## src/rtl/weight_ram_loader_pkg.sv

```systemverilog
// Shared definitions for the hidden-weight RAM loader: FSM state encoding,
// network geometry and the checksum helper used by both checksum paths.
package weight_load_pkg;

    localparam int INPUT_NODES         = 784;
    localparam int HIDDEN_NODES        = 32;
    localparam int HIDDEN_WEIGHT_WORDS = INPUT_NODES * HIDDEN_NODES;
    localparam int CSUM_W              = 16;

    typedef enum logic [2:0] {
        IDLE   = 3'd0,
        LOAD   = 3'd1,
        DRAIN  = 3'd2,
        VERIFY = 3'd3,
        CHECK  = 3'd4,
        DONE   = 3'd5,
        ERROR  = 3'd6
    } state_e;

    // Additive checksum step; wraps silently at 2**CSUM_W.
    function automatic logic [CSUM_W-1:0] csum_add(input logic [CSUM_W-1:0] acc,
                                                   input logic [CSUM_W-1:0] val);
        return acc + val;
    endfunction

endpackage

```

## src/rtl/weight_ram_loader_if.sv

```systemverilog
// Byte-stream input plus single-port weight RAM bus seen by the loader.
// master = loader side (drives the RAM, accepts the stream),
// slave  = environment side (byte source and RAM).
interface weight_ram_loader_if #(
    parameter int ADDR_W = 15,
    parameter int DATA_W = 8
);
    logic [DATA_W-1:0] in_data;
    logic              in_valid;
    logic              in_ready;
    logic              ram_we;
    logic [ADDR_W-1:0] ram_addr;
    logic [DATA_W-1:0] ram_wdata;
    logic [DATA_W-1:0] ram_q;

    modport master (
        input  in_data, in_valid, ram_q,
        output in_ready, ram_we, ram_addr, ram_wdata
    );

    modport slave (
        output in_data, in_valid, ram_q,
        input  in_ready, ram_we, ram_addr, ram_wdata
    );
endinterface

```

## src/rtl/weight_ram_loader_checksum_acc.sv

```systemverilog
// 16-bit additive checksum accumulator; clear has priority over accumulate.
module checksum_acc
    import weight_load_pkg::*;
#(
    parameter int DATA_W = 8
) (
    input  logic              clk,
    input  logic              rst_n,
    input  logic              clr,
    input  logic              en,
    input  logic [DATA_W-1:0] din,
    output logic [CSUM_W-1:0] sum
);

    logic [CSUM_W-1:0] r_sum;

    // Running sum: cleared at the start of a load, stepped on each enabled byte.
    always_ff @(posedge clk or negedge rst_n) begin
        if (!rst_n) begin
            r_sum <= '0;
        end else if (clr) begin
            r_sum <= '0;
        end else if (en) begin
            r_sum <= csum_add(r_sum, CSUM_W'(din));
        end
    end

    assign sum = r_sum;

endmodule

```

## src/rtl/weight_ram_loader.sv

```systemverilog
// Hidden-weight RAM loader: streams NUM_WORDS bytes into the RAM from
// address 0, reads them all back and compares additive checksums.
module weight_ram_loader
    import weight_load_pkg::*;
#(
    parameter int ADDR_W    = 15,
    parameter int DATA_W    = 8,
    parameter int NUM_WORDS = HIDDEN_WEIGHT_WORDS
) (
    input  logic                clk,
    input  logic                rst_n,
    input  logic                start,
    input  logic                abort,
    weight_ram_loader_if.master bus,
    output logic                busy,
    output logic                done,
    output logic                error,
    output logic [ADDR_W:0]     byte_cnt
);

    localparam logic [2:0] S_IDLE   = IDLE;
    localparam logic [2:0] S_LOAD   = LOAD;
    localparam logic [2:0] S_DRAIN  = DRAIN;
    localparam logic [2:0] S_VERIFY = VERIFY;
    localparam logic [2:0] S_CHECK  = CHECK;
    localparam logic [2:0] S_DONE   = DONE;
    localparam logic [2:0] S_ERROR  = ERROR;

    // Count of the final byte and address of the final read.
    localparam logic [ADDR_W:0]   LAST_CNT  = (ADDR_W+1)'(NUM_WORDS - 1);
    localparam logic [ADDR_W-1:0] LAST_ADDR = ADDR_W'(NUM_WORDS - 1);

    logic [2:0]        r_state;
    logic              r_ram_we;
    logic [ADDR_W-1:0] r_ram_addr;
    logic [DATA_W-1:0] r_ram_wdata;
    logic [ADDR_W:0]   r_byte_cnt;
    logic              r_rd_vld;

    logic              w_in_ready;
    logic              w_xfer;
    logic              w_start_go;
    logic [CSUM_W-1:0] w_wsum;
    logic [CSUM_W-1:0] w_rsum;
    logic [CSUM_W-1:0] w_rsum_final;
    logic              w_sum_match;

    assign w_in_ready = (r_state == S_LOAD);
    // Abort takes priority, so a byte offered in the abort cycle is dropped.
    assign w_xfer     = w_in_ready && bus.in_valid && !abort;
    assign w_start_go = start && !abort &&
                        ((r_state == S_IDLE) || (r_state == S_DONE) || (r_state == S_ERROR));

    // The last read word arrives during CHECK; fold it in so the verdict
    // lands on the same edge that captures it into rsum.
    assign w_rsum_final = csum_add(w_rsum, CSUM_W'(bus.ram_q));
    assign w_sum_match  = (w_rsum_final == w_wsum);

    checksum_acc #(.DATA_W(DATA_W)) u_wsum (
        .clk   (clk),
        .rst_n (rst_n),
        .clr   (w_start_go),
        .en    (w_xfer),
        .din   (bus.in_data),
        .sum   (w_wsum)
    );

    checksum_acc #(.DATA_W(DATA_W)) u_rsum (
        .clk   (clk),
        .rst_n (rst_n),
        .clr   (w_start_go),
        .en    (r_rd_vld),
        .din   (bus.ram_q),
        .sum   (w_rsum)
    );

    // Load/verify sequencer: state, RAM port registers and byte counter.
    always_ff @(posedge clk or negedge rst_n) begin
        if (!rst_n) begin
            r_state     <= S_IDLE;
            r_ram_we    <= 1'b0;
            r_ram_addr  <= '0;
            r_ram_wdata <= '0;
            r_byte_cnt  <= '0;
            r_rd_vld    <= 1'b0;
        end else if (abort) begin
            // byte_cnt and the RAM address are left as-is for debug.
            r_state  <= S_IDLE;
            r_ram_we <= 1'b0;
            r_rd_vld <= 1'b0;
        end else begin
            r_ram_we <= 1'b0;
            r_rd_vld <= 1'b0;
            case (r_state)
                S_IDLE, S_DONE, S_ERROR: begin
                    if (start) begin
                        r_state    <= S_LOAD;
                        r_byte_cnt <= '0;
                    end
                end
                S_LOAD: begin
                    if (w_xfer) begin
                        r_ram_we    <= 1'b1;
                        r_ram_addr  <= r_byte_cnt[ADDR_W-1:0];
                        r_ram_wdata <= bus.in_data;
                        r_byte_cnt  <= r_byte_cnt + 1'b1;
                        if (r_byte_cnt == LAST_CNT) begin
                            r_state <= S_DRAIN;
                        end
                    end
                end
                S_DRAIN: begin
                    // Final write is on the port this cycle; arm read pointer.
                    r_ram_addr <= '0;
                    r_state    <= S_VERIFY;
                end
                S_VERIFY: begin
                    r_rd_vld <= 1'b1;
                    if (r_ram_addr == LAST_ADDR) begin
                        r_state <= S_CHECK;
                    end else begin
                        r_ram_addr <= r_ram_addr + 1'b1;
                    end
                end
                S_CHECK: begin
                    r_state <= w_sum_match ? S_DONE : S_ERROR;
                end
                default: begin
                    r_state <= S_IDLE;
                end
            endcase
        end
    end

    assign bus.in_ready  = w_in_ready;
    assign bus.ram_we    = r_ram_we;
    assign bus.ram_addr  = r_ram_addr;
    assign bus.ram_wdata = r_ram_wdata;

    assign busy     = (r_state == S_LOAD) || (r_state == S_DRAIN) ||
                      (r_state == S_VERIFY) || (r_state == S_CHECK);
    assign done     = (r_state == S_DONE);
    assign error    = (r_state == S_ERROR);
    assign byte_cnt = r_byte_cnt;

endmodule
```

## src/flat_wrapper.sv

```systemverilog
// flat-port wrapper written by rule: the top's interface ports become plain ports
module weight_ram_loader_flat import weight_load_pkg::*;
#(
    parameter int ADDR_W    = 15,
    parameter int DATA_W    = 8,
    parameter int NUM_WORDS = HIDDEN_WEIGHT_WORDS
)
  (clk, rst_n, start, abort, busy, done, error, byte_cnt, bus_in_data, bus_in_valid, bus_ram_q, bus_in_ready, bus_ram_we, bus_ram_addr, bus_ram_wdata);
  weight_ram_loader_if #(.ADDR_W(ADDR_W), .DATA_W(DATA_W)) bus_i ();
  input  logic clk;
  input  logic rst_n;
  input  logic start;
  input  logic abort;
  output logic busy;
  output logic done;
  output logic error;
  output logic [ADDR_W:0] byte_cnt;
  input wire logic [$bits(bus_i.in_data)-1:0] bus_in_data;
  input wire logic [$bits(bus_i.in_valid)-1:0] bus_in_valid;
  input wire logic [$bits(bus_i.ram_q)-1:0] bus_ram_q;
  output wire logic [$bits(bus_i.in_ready)-1:0] bus_in_ready;
  output wire logic [$bits(bus_i.ram_we)-1:0] bus_ram_we;
  output wire logic [$bits(bus_i.ram_addr)-1:0] bus_ram_addr;
  output wire logic [$bits(bus_i.ram_wdata)-1:0] bus_ram_wdata;
  assign bus_i.in_data = bus_in_data;
  assign bus_i.in_valid = bus_in_valid;
  assign bus_i.ram_q = bus_ram_q;
  assign bus_in_ready = bus_i.in_ready;
  assign bus_ram_we = bus_i.ram_we;
  assign bus_ram_addr = bus_i.ram_addr;
  assign bus_ram_wdata = bus_i.ram_wdata;
  weight_ram_loader #(.ADDR_W(ADDR_W), .DATA_W(DATA_W), .NUM_WORDS(NUM_WORDS)) u_core (.clk(clk), .rst_n(rst_n), .start(start), .abort(abort), .bus(bus_i), .busy(busy), .done(done), .error(error), .byte_cnt(byte_cnt));
endmodule
```

## config.mk

```make
export PLATFORM = sky130hd
export DESIGN_NAME = weight_ram_loader_flat
export DESIGN_NICKNAME = d
export VERILOG_FILES = /design/src/rtl/weight_ram_loader_pkg.sv /design/src/rtl/weight_ram_loader_if.sv /design/src/rtl/weight_ram_loader_checksum_acc.sv /design/src/rtl/weight_ram_loader.sv /design/src/flat_wrapper.sv
export SDC_FILE = /design/constraint.sdc
export NUM_CORES = 1
export LEC_CHECK = 0
export BUFFER_PORTS_ARGS = -buffer_cell sky130_fd_sc_hd__buf_2
export CAP_MARGIN = 20
export CORE_MARGIN = 2
export CORE_UTILIZATION = 35
export DETAILED_ROUTE_END_ITERATION = 7
export SYNTH_ARGS = -nofsm -noshare
export SYNTH_HDL_FRONTEND = slang
export SYNTH_SLANG_ARGS = --single-unit
```

## constraint.sdc

```tcl
create_clock -name clk -period 7.2 [get_ports clk]
set_input_delay 1.8 -clock clk [delete_from_list [all_inputs] [get_ports clk]]
set_output_delay 1.8 -clock clk [all_outputs]
set_load 0.01 [all_outputs]
```

==> reports/qor.csv, run 1 <==
metric,value,unit
cts repair resizes,0,
Hold Fails Final Rpt,0,
Synth area leader,dfrtp_1,
core area,13200,sq um
Crit. End Element,register,
Post-Route WL,11400,um
Vias per Instance,5.22,
diode count,0,
TritonCTS Buffers,9,
Buf/Inv on CP,2,
MaxCap Viol Count,0,
initial core utilization,35.9,%
pin count of the biggest net entering global routing,77,
Synth Cell Area,4750,sq um
Post-DRT Antenna Nets,0,
number of synthesized flops with an enable pin,0,
crit path DAT,4.33,ns
Peak VDD IR,0.117,mV
DRC,0,
crit-path cells,buf_2 > ha_1 > inv_1 > fa_1 > nand2b_1 > a211oi_2 > nor2b_1 > xor2_1 > a2111oi_0 > nand4_1 > o31ai_2 > a31oi_1,
wire per inst,14.5,um
FP Rows,42,
Syn. warnings,0,
die height,120,um
Synth Net Count,590,
hpwl dp,7960,um
"Seq/Total Area, Yosys",40.0,%
Yosys top cell area share,40.0,%
dpl cells,770,
count of cell types in the netlist,61,
Syn-to-layout area delta,16.9,%
Pwr Density,201,nW/um^2
I/O Buffers,64,
global-route wire length before repair,19200,um
nets,647,
Max Buffers Root-to-Sink,2,
syn_area_per_cell,8.65,sq um
I/O pin total,65,
dpl ws,2.72,ns
hold_buf cts,0,
leakage,0.00262,uW
"Slew Viols, Final",0,
total setup buffers inserted after CTS,0,
global placement routability congestion,0.846,
CP Launch Type,input port,
Peak Freq,243,MHz
1st-pass router iterations,4,
Fin Setup TNS,0,ns
relative slew slack,49.7,%
fin cells,787,
Die Wd,120,um
GRT overflow,0,
clk_lat worst skew,0.34,ns
vias in the first global route,3984,
synth top area cells,"dfrtp_1, nor2_1, xnor2_1",
Crit path largest cell delay,0.42,ns
full die area,14500,sq um
"Async S/R FF share, synth",100,%
final setup margin,3.09,ns
top fanout value on the critical path,4,
worst slew pin tran,0.753,ns
final clock skew,0.00989,ns
Fillers,1319,
CP required,7.42,ns
Tmin final,4.11,ns
First DRT Iteration DRCs,274,
TritonCTS Sinks,76,
H-tree depth,3,
WS Path Type,in2reg,
Top delay family on crit path,compound AO/OA/AOI/OAI gates,
Worst-path clk slew,0.06,ns
initial antenna violation count,0,
RSZ-0062 raised after global routing,false,
Synth Instances,549,
Slowest cell on crit path,a2111oi_0,
Synth Flop Type,dfrtp_1,
run status,"finished, final reports clean",
gr usage total,16.4,%
final setup violation count,0,
CTS tree,built,
via count,4107,
register bit count reported by yosys,76,
hold crit path type,reg2reg,
CTS root buf,clkbuf_16,
fin crit share,57.1,%
share of cells above drive strength 1,15.9,%
-- per-stage QoR --
step / total power, uW / hold slack (ns) / area [sq um] / utilization, %
after global placement: 661 / 0.453 / 5230 / 39.5
final: 1120 / 0.475 / 5550 / 41.9
after global routing: 1180 / 0.518 / 5550 / 41.9
after floorplan: 600 / 0.488 / 4750 / -
after detailed placement: 667 / 0.462 / 5230 / 39.5
after CTS: 1130 / 0.479 / 5530 / 41.8
-- worst reg2reg max path: stages, from the launching register on --
cell	delay (ns)
dfrtp_1	0.61
nor3b_2	0.34
nand3b_1	0.56
inv_2	0.50
and2_1	0.26
o21ai_1	0.20
or3_1	0.36
a21oi_1	0.14
-- worst paths after layout --
check,start,end,slack (ns),cells after the start
setup / recovery,bus_ram_q[0],u_core.r_state[1]$_DFFE_PN0P_,3.09,12
hold / removal,u_core.bus.ram_wdata[1]$_DFFE_PN0P_,u_core.bus.ram_wdata[1]$_DFFE_PN0P_,0.48,2
setup reg to reg,u_core.r_state[0]$_DFFE_PN0P_,u_core.u_wsum.sum[11]$_DFFE_PN0P_,4.16,7
hold reg to reg,u_core.bus.ram_wdata[1]$_DFFE_PN0P_,u_core.bus.ram_wdata[1]$_DFFE_PN0P_,0.48,2
max in group asynchronous,rst_n,u_core.u_rsum.sum[11]$_DFFE_PN0P_,5.18,2
min in group asynchronous,rst_n,u_core.bus.ram_addr[0]$_DFFE_PN0P_,1.42,1
-- area by class of cell --
class	instances	area (sq um)	share of cell area [%]
clock buffer	9	225	4.05
clock inverter	7	76.3	1.37
inverter	16	60.1	1.08
multi-input combinational	436	2710	48.8
sequential	76	1900	34.2
tap	176	220	3.96
timing repair buffer	67	358	6.44
-- state kept, by name, indices dropped and copies added, names as in the netlist --
register              cells
u_core.bus.ram_we         1
u_core.u_wsum.sum        16
u_core.bus.ram_wdata      8
u_core.u_rsum.sum        16
u_core.byte_cnt          16
u_core.bus.ram_addr      15
u_core.r_rd_vld           1
u_core.r_state            3
-- metal layers --
| metal | GRT usage, % | up-vias | wire [um] |
|---|---|---|---|
| li1 | - | 2027 | - |
| met1 | 22.3 | 1986 | 5480 |
| met2 | 26.2 | 84 | 5310 |
| met3 | 3.87 | 10 | 534 |
| met4 | 4.80 | 0 | 129 |
| met5 | 0 | - | 0 |
-- synthesized netlist by cell type, types with 2 or more instances --
cell type / n
or3_1: 7
nand2b_1: 3
or2_1: 2
ha_1: 18
a211oi_2: 2
nand3b_1: 3
nor3_2: 2
nor3b_1: 2
nor2_1: 84
o21bai_1: 3
xor2_1: 28
a22o_1: 2
a22oi_1: 6
o211ai_1: 3
nor2b_1: 4
a32oi_1: 5
mux2i_1: 5
and3_1: 15
nor3_1: 10
fa_1: 2
inv_1: 14
and3b_1: 3
xnor2_1: 28
o21ai_1: 6
a21oi_1: 32
and2_1: 5
clkbuf_1: 19
nand3_1: 9
dfrtp_1: 76
nor4_1: 3
a21o_1: 2
nand4_1: 5
nand2_1: 60
a2111oi_0: 3
o21ai_0: 44
a31oi_1: 4
nand4b_1: 3
o21a_1: 2
a211oi_1: 3
-- power breakdown --
group / total, uW / leakage [uW] / switching, uW / internal (uW)
sequential: 488 / 0.00104 / 32.2 / 456
combinational: 172 / 0.00144 / 97.4 / 74.7
clock: 458 / 0.000142 / 188 / 270
total: 1120 / 0.00262 / 318 / 801
-- cell usage in the layout (no fill, tap or decap), types with 6 or more instances in the layout --
| master | netlist | final |
|---|---|---|
| inv_1 | 14 | 14 |
| a21oi_1 | 32 | 32 |
| nand3_1 | 9 | 9 |
| nor2_1 | 84 | 84 |
| xnor2_1 | 28 | 28 |
| dfrtp_1 | 76 | 76 |
| o21ai_1 | 6 | 6 |
| a22oi_1 | 6 | 6 |
| clkbuf_16 | 0 | 9 |
| or3_1 | 7 | 7 |
| buf_2 | 1 | 63 |
| ha_1 | 18 | 18 |
| nand2_1 | 60 | 60 |
| o21ai_0 | 44 | 44 |
| xor2_1 | 28 | 28 |
| nor3_1 | 10 | 10 |
| and3_1 | 15 | 15 |
-- cell families (layout without fill, tap and decap cells) --
| logic type | count (synthesis) | count (layout) | share of synthesized area [%] |
|---|---|---|---|
| adder cells (fa/ha/maj) | 20 | 20 | 5.58 |
| flip-flops | 76 | 76 | 40.0 |
| multiplexers | 6 | 6 | 1.29 |
| buffers and inverters | 37 | 99 | 2.95 |
| AND/OR/NAND/NOR | 228 | 228 | 23.2 |
| AO/OA/AOI/OAI | 125 | 125 | 16.1 |
| XOR/XNOR | 57 | 57 | 10.8 |
Note: power is estimated with default switching activity, not from simulation.
==> inputs of run 2 (changes only) <==
Clock period 7.2 ns to 4.25 ns, I/O delays scaled along.
==> run 2 against run 1 <==
Flip-flop and latch count did not move. First-iteration DRC count grew 22%. Die area is the same. Setup slack worse by 2.2 ns. Clock power grew 83%. Register-to-register slack worse by 2.8 ns. Via count up 0.88%. Combinational power increased by 71%. Worst hold slack got worse by 0.0014 ns. Routed wire length fell by 0.10%. Count of clock-buffer cells in the layout increased by 1. Utilization increased by 0.076 points. Critical path type unchanged. Critical endpoint unchanged.
==> reports/qor.csv, run 2 (synthesis results as in run 1) <==
metric,value,unit,change
Peak VDD IR,0.193,mV,+64%
top fanout value on the critical path,4,,unchanged
initial antenna violation count,0,,unchanged
final clock skew,0.00779,ns,-0.00210 ns
vias in the first global route,4024,,+1.0%
hold crit path type,reg2reg,,
Post-Route WL,11400,um,-0.10%
final setup margin,0.871,ns,-2.22 ns
H-tree depth,3,,unchanged
Hold Fails Final Rpt,0,,unchanged
post-route cell area,5560,sq um,+0.18%
share of cells above drive strength 1,15.7,%,-0.16 points
MaxCap Viol Count,0,,unchanged
worst slew pin tran,0.991,ns,+0.238 ns
hold_buf cts,0,,unchanged
relative slew slack,33.9,%,-16 points
CP required,4.46,ns,-2.96 ns
TritonCTS Sinks,76,,unchanged
Clk pwr share,42.8,%,+1.9 points
1st-pass router iterations,5,,+1
cts repair resizes,0,,unchanged
CP Launch Type,input port,,
Tmin final,3.38,ns,
Crit. End Element,register,,
Worst Hold Margin,0.474,ns,-0.00143 ns
Top Usage Layer GRT,met2,,
clk_lat worst skew,0.34,ns,about the same
crit-path cells,buf_2 > ha_1 > inv_1 > fa_1 > nand2b_1 > a211oi_2 > nor2b_1 > xor2_1 > a2111oi_0 > nand4_1 > o31ai_2 > a31oi_1,,
First DRT Iteration DRCs,335,,+22%
switching share of power,27.5,%,-0.85 points
most frequent cells in the layout,"nor2_1, dfrtp_1, buf_2",,
Fillers,1357,,+2.9%
GRT overflow,0,,unchanged
hpwl dp,7980,um,+0.26%
Pwr Density,352,nW/um^2,+75%
diode count,0,,unchanged
Worst-path clk slew,0.06,ns,about the same
Slowest cell on crit path,a2111oi_0,,
RSZ-0062 raised after global routing,false,,
Fin Setup TNS,0,ns,unchanged
total setup buffers inserted after CTS,0,,unchanged
I/O Buffers,64,,unchanged
wire per inst,14.5,um,-0.10%
WS Path Type,in2reg,,
DP Area,5240,sq um,+0.14%
Vias per Instance,5.26,,+0.88%
die height,120,um,unchanged
gr usage total,16.5,%,+0.045 points
final setup violation count,0,,unchanged
pin count of the biggest net entering global routing,77,,unchanged
Crit path largest cell delay,0.43,ns,about the same
sequential share of power,42.2,%,-1.5 points
global placement routability congestion,0.831,,-1.7%
Syn-to-layout area delta,17.1,%,
internal power,1420,uW,+77%
leakage,0.00263,uW,+0.40%
I/O pin total,65,,unchanged
core area,13200,sq um,unchanged
CTS tree,built,,
Peak Freq,296,MHz,
Max Buffers Root-to-Sink,2,,unchanged
crit path DAT,3.59,ns,-0.74 ns
TritonCTS Buffers,9,,unchanged
"Slew Viols, Final",0,,unchanged
Post-DRT Antenna Nets,0,,unchanged
Comb power frac,15.0,%,-0.4 points
dpl ws,0.554,ns,-2.17 ns
initial core utilization,35.9,%,unchanged
FP Rows,42,,unchanged
nets,647,,unchanged
via count,4143,,+0.88%
Psw,540,uW,+70%
DRC,0,,unchanged
run status,"finished, final reports clean",,
global-route wire length before repair,19400,um,+1.1%
CTS root buf,clkbuf_16,,
"most common cell after layout, fill and taps aside",nor2_1,,
full die area,14500,sq um,unchanged
fin crit share,79.5,%,
met1 GRT Util,21.9,%,-0.40 points
met3 Track Usage GR,4.29,%,+0.42 points
Die Wd,120,um,unchanged
GR Layer Usage met2,26.7,%,+0.49 points
run 2: changes by cell type in the layout (fill, tap and decap cells not counted):
cell	change
buf_4	+1
clkinvlp_4	-2
inv_6	+1
clkinv_2	-1
clkbuf_1	+1
bufinv_16	+1
buf_12	-1
run 2: stage by stage:
step	instances	util, %	total power (uW)
floorplan	549	-	1020
global route	787	42.0	2060
finish	787	42.0	1960
global placement	771	39.6	1120
CTS	787	42.0	1980
detailed placement	771	39.6	1130
run 2: per-layer routing:
layer / wire (um) / vias to the layer above
li1: - / 2030
met1: 5410 / 1994
met2: 5320 / 106
met3: 550 / 13
met4: 158 / 0
met5: 0 / -
run 2: critical path, delay by kind of cell:
family | cells | cell delay (ns)
buf+inv | 2 | 0.14
compound gates | 4 | 1.19
simple gates | 3 | 0.46
xor+xnor | 1 | 0.19
fa+ha+maj | 2 | 0.56
run 2: power by group through the flow:
stage               clock, uW  combinational (uW)  sequential [uW]
finish                    838                 294              827
global route              895                 333              834
CTS                       859                 296              825
detailed placement          0                 292              838
global placement            0                 286              836
floorplan                   0                 176              841
run 2: cell type report:
type                       instances  area (sq um)  area share, %
multi-input combinational        436          2710           48.8
sequential                        76          1900           34.2
timing repair buffer              67           345           6.21
clock buffer                      10           229           4.12
tap                              176           220           3.96
clock inverter                     6          95.1           1.71
inverter                          16          60.1           1.08
run 2: path summary, 6_finish.rpt:
check	cells past startpoint	endpoint	from	slack, ns
setup / recovery	12	u_core.r_state[1]$_DFFE_PN0P_	bus_ram_q[0]	0.87
min in group asynchronous	1	u_core.bus.ram_wdata[3]$_DFFE_PN0P_	rst_n	0.88
max in group asynchronous	1	u_core.byte_cnt[8]$_DFFE_PN0P_	rst_n	2.73
setup reg to reg	11	u_core.r_state[1]$_DFFE_PN0P_	u_core.u_rsum.sum[0]$_DFFE_PN0P_	1.32
hold reg to reg	2	u_core.bus.ram_wdata[2]$_DFFE_PN0P_	u_core.bus.ram_wdata[2]$_DFFE_PN0P_	0.47
hold / removal	2	u_core.bus.ram_wdata[2]$_DFFE_PN0P_	u_core.bus.ram_wdata[2]$_DFFE_PN0P_	0.47
==> inputs of run 3 (changes only) <==
Clock period 4.25 ns to 2.7 ns, I/O delays scaled along.
==> run 3 against run 2 <==
Worst hold slack worse by 0.20 ns. Clock skew increased by 0.00054 ns. Largest cell class unchanged. Global-route usage increased by 0.59 points. Final cell count grew 4.4%. Sequential power is 57% higher. Non-clock buffer count up 35. Sequential share of layout area fell by 1.9 points. Final area increased by 5.8%. Die area is the same. Setup slack worse by 0.80 ns. Register-to-register slack got worse by 1.2 ns.
==> reports/qor.csv, run 3 (synthesis results as in run 1) <==
metric,value,unit,change
global placement routability congestion,0.840,,+1.0%
dpl ws,-0.339,ns,-0.893 ns
Vias per Instance,5.12,,-2.7%
CP required,2.91,ns,-1.55 ns
Reg2Reg Setup Slack,0.08,ns,-1.24 ns
relative slew slack,57.5,%,+24 points
Peak Freq,381,MHz,
Worst-path clk slew,0.06,ns,about the same
"Power, Total",3040,uW,+55%
full die area,14500,sq um,unchanged
most frequent cells in the layout,"nor2_1, dfrtp_1, buf_2",,
CP Launch Type,input port,,
I/O Buffers,64,,unchanged
1st-pass router iterations,5,,unchanged
initial core utilization,35.9,%,unchanged
hold crit path type,in2async,,
CTS root buf,clkbuf_16,,
Crit. End Element,register,,
crit path DAT,2.84,ns,-0.75 ns
die height,120,um,unchanged
H-tree depth,3,,unchanged
nets,682,,+5.4%
TritonCTS Buffers,9,,unchanged
Reg-to-Reg Start,u_core.u_rsum.sum[0]$_DFFE_PN0P_,,
final setup violation count,0,,unchanged
MaxCap Viol Count,0,,unchanged
via count,4212,,+1.7%
fin crit share,97.3,%,
final setup margin,0.0726,ns,-0.798 ns
clk_lat worst skew,0.34,ns,about the same
reg2reg path depth,12,,+1
final clock skew,0.00833,ns,+0.000541 ns
TritonCTS Sinks,76,,unchanged
RSZ-0062 raised after global routing,true,,
dpl cells,806,,+4.5%
Syn-to-layout area delta,24.0,%,
hpwl dp,8520,um,+6.8%
fin cells,822,,+4.4%
First DRT Iteration DRCs,327,,-2.4%
"most common cell after layout, fill and taps aside",nor2_1,,
Peak VDD IR,0.272,mV,+41%
core area,13200,sq um,unchanged
"Slew Viols, Final",0,,unchanged
Pwr Density,516,nW/um^2,+47%
wire per inst,14.3,um,-1.8%
Post-DRT Antenna Nets,0,,unchanged
Post-Route WL,11700,um,+2.6%
share of cells above drive strength 1,21.7,%,+6.0 points
leakage,0.00282,uW,+7.0%
global-route wire length before repair,19900,um,+2.7%
gr usage total,17.1,%,+0.59 points
vias in the first global route,4150,,+3.1%
Hold Fails Final Rpt,0,,unchanged
GRT overflow,0,,unchanged
pin count of the biggest net entering global routing,48,,-38%
run status,"finished, final reports clean",,
initial antenna violation count,0,,unchanged
Tmin final,2.63,ns,
Max Buffers Root-to-Sink,2,,unchanged
Die Wd,120,um,unchanged
worst slew pin tran,0.637,ns,-0.354 ns
diode count,0,,unchanged
R2R Path End,u_core.r_state[1]$_DFFE_PN0P_,,
FP Rows,42,,unchanged
WS Path Type,in2reg,,
top fanout value on the critical path,3,,-1
CTS tree,built,,
I/O pin total,65,,unchanged
DRC,0,,unchanged
run 3: cell types whose count changed in the layout (fill, tap and decap cells not counted), sizes merged:
cell      change
clkinvlp      +1
bufinv        -1
buf          +35
run 3: worst max path at each step:
| stage | startpoint | to | slack, ns |
|---|---|---|---|
| after floorplan | bus_ram_q[0] | u_core.r_state[1]$_DFFE_PN0P_ | -0.05 |
| after global placement | bus_ram_q[0] | u_core.r_state[1]$_DFFE_PN0P_ | -0.31 |
| after detailed placement | bus_ram_q[0] | u_core.r_state[1]$_DFFE_PN0P_ | -0.34 |
| after CTS | bus_ram_q[0] | u_core.r_state[1]$_DFFE_PN0P_ | 0.01 |
| after global routing | u_core.u_rsum.sum[0]$_DFFE_PN0P_ | u_core.r_state[1]$_DFFE_PN0P_ | -0.05 |
| final | bus_ram_q[0] | u_core.r_state[1]$_DFFE_PN0P_ | 0.07 |
run 3: cell type report:
cell class              instances  area (sq um)
repair buffers                102           627
inverters                      16          60.1
flip-flops and latches         76          1900
clock buffers                  10           229
multi-input cells             436          2780
clock inverters                 6          72.6
fillers                      1365          7350
well taps                     176           220
run 3: repair_timing:
action	4_1_cts	5_1_grt
hold buffers	0	0
resized for setup	0	7
setup endpoints to repair	0	2
buffers inserted	0	0
run 3: metal layers:
layer / up-vias / share of wire [%] / track usage [%]
li1: 2095 / - / -
met1: 2023 / 48 / 23.3
met2: 88 / 47 / 27.2
met3: 6 / 4.1 / 4.01
met4: 0 / 0.99 / 4.65
met5: - / 0 / 0
run 3: worst max-delay path: stages:
cell      delay (ns)
buf_6           0.07
ha_4            0.12
inv_2           0.04
fa_2            0.36
nand2b_4        0.16
a211oi_4        0.27
nor2b_1         0.08
xor2_1          0.20
buf_4           0.15
o2111a_1        0.17
nand4_1         0.14
o31ai_4         0.28
a31oi_1         0.11
run 3: through the flow:
step | area (sq um) | utilization [%] | TNS [ns] | hold slack, ns
finish | 5890 | 44.5 | 0 | 0.272
global route | 5890 | 44.5 | -0.101 | 0.290
CTS | 5850 | 44.2 | 0 | 0.275
detailed placement | 5550 | 41.9 | -1.27 | 0.458
global placement | 5550 | 41.9 | -1.22 | 0.452
floorplan | 4780 | - | -0.0862 | 0.379
run 3: where the power goes:
group / switching (uW) / internal, uW / total (uW)
Clock: 504 / 726 / 1230
Combinational: 271 / 235 / 506
Sequential: 88.2 / 1220 / 1300
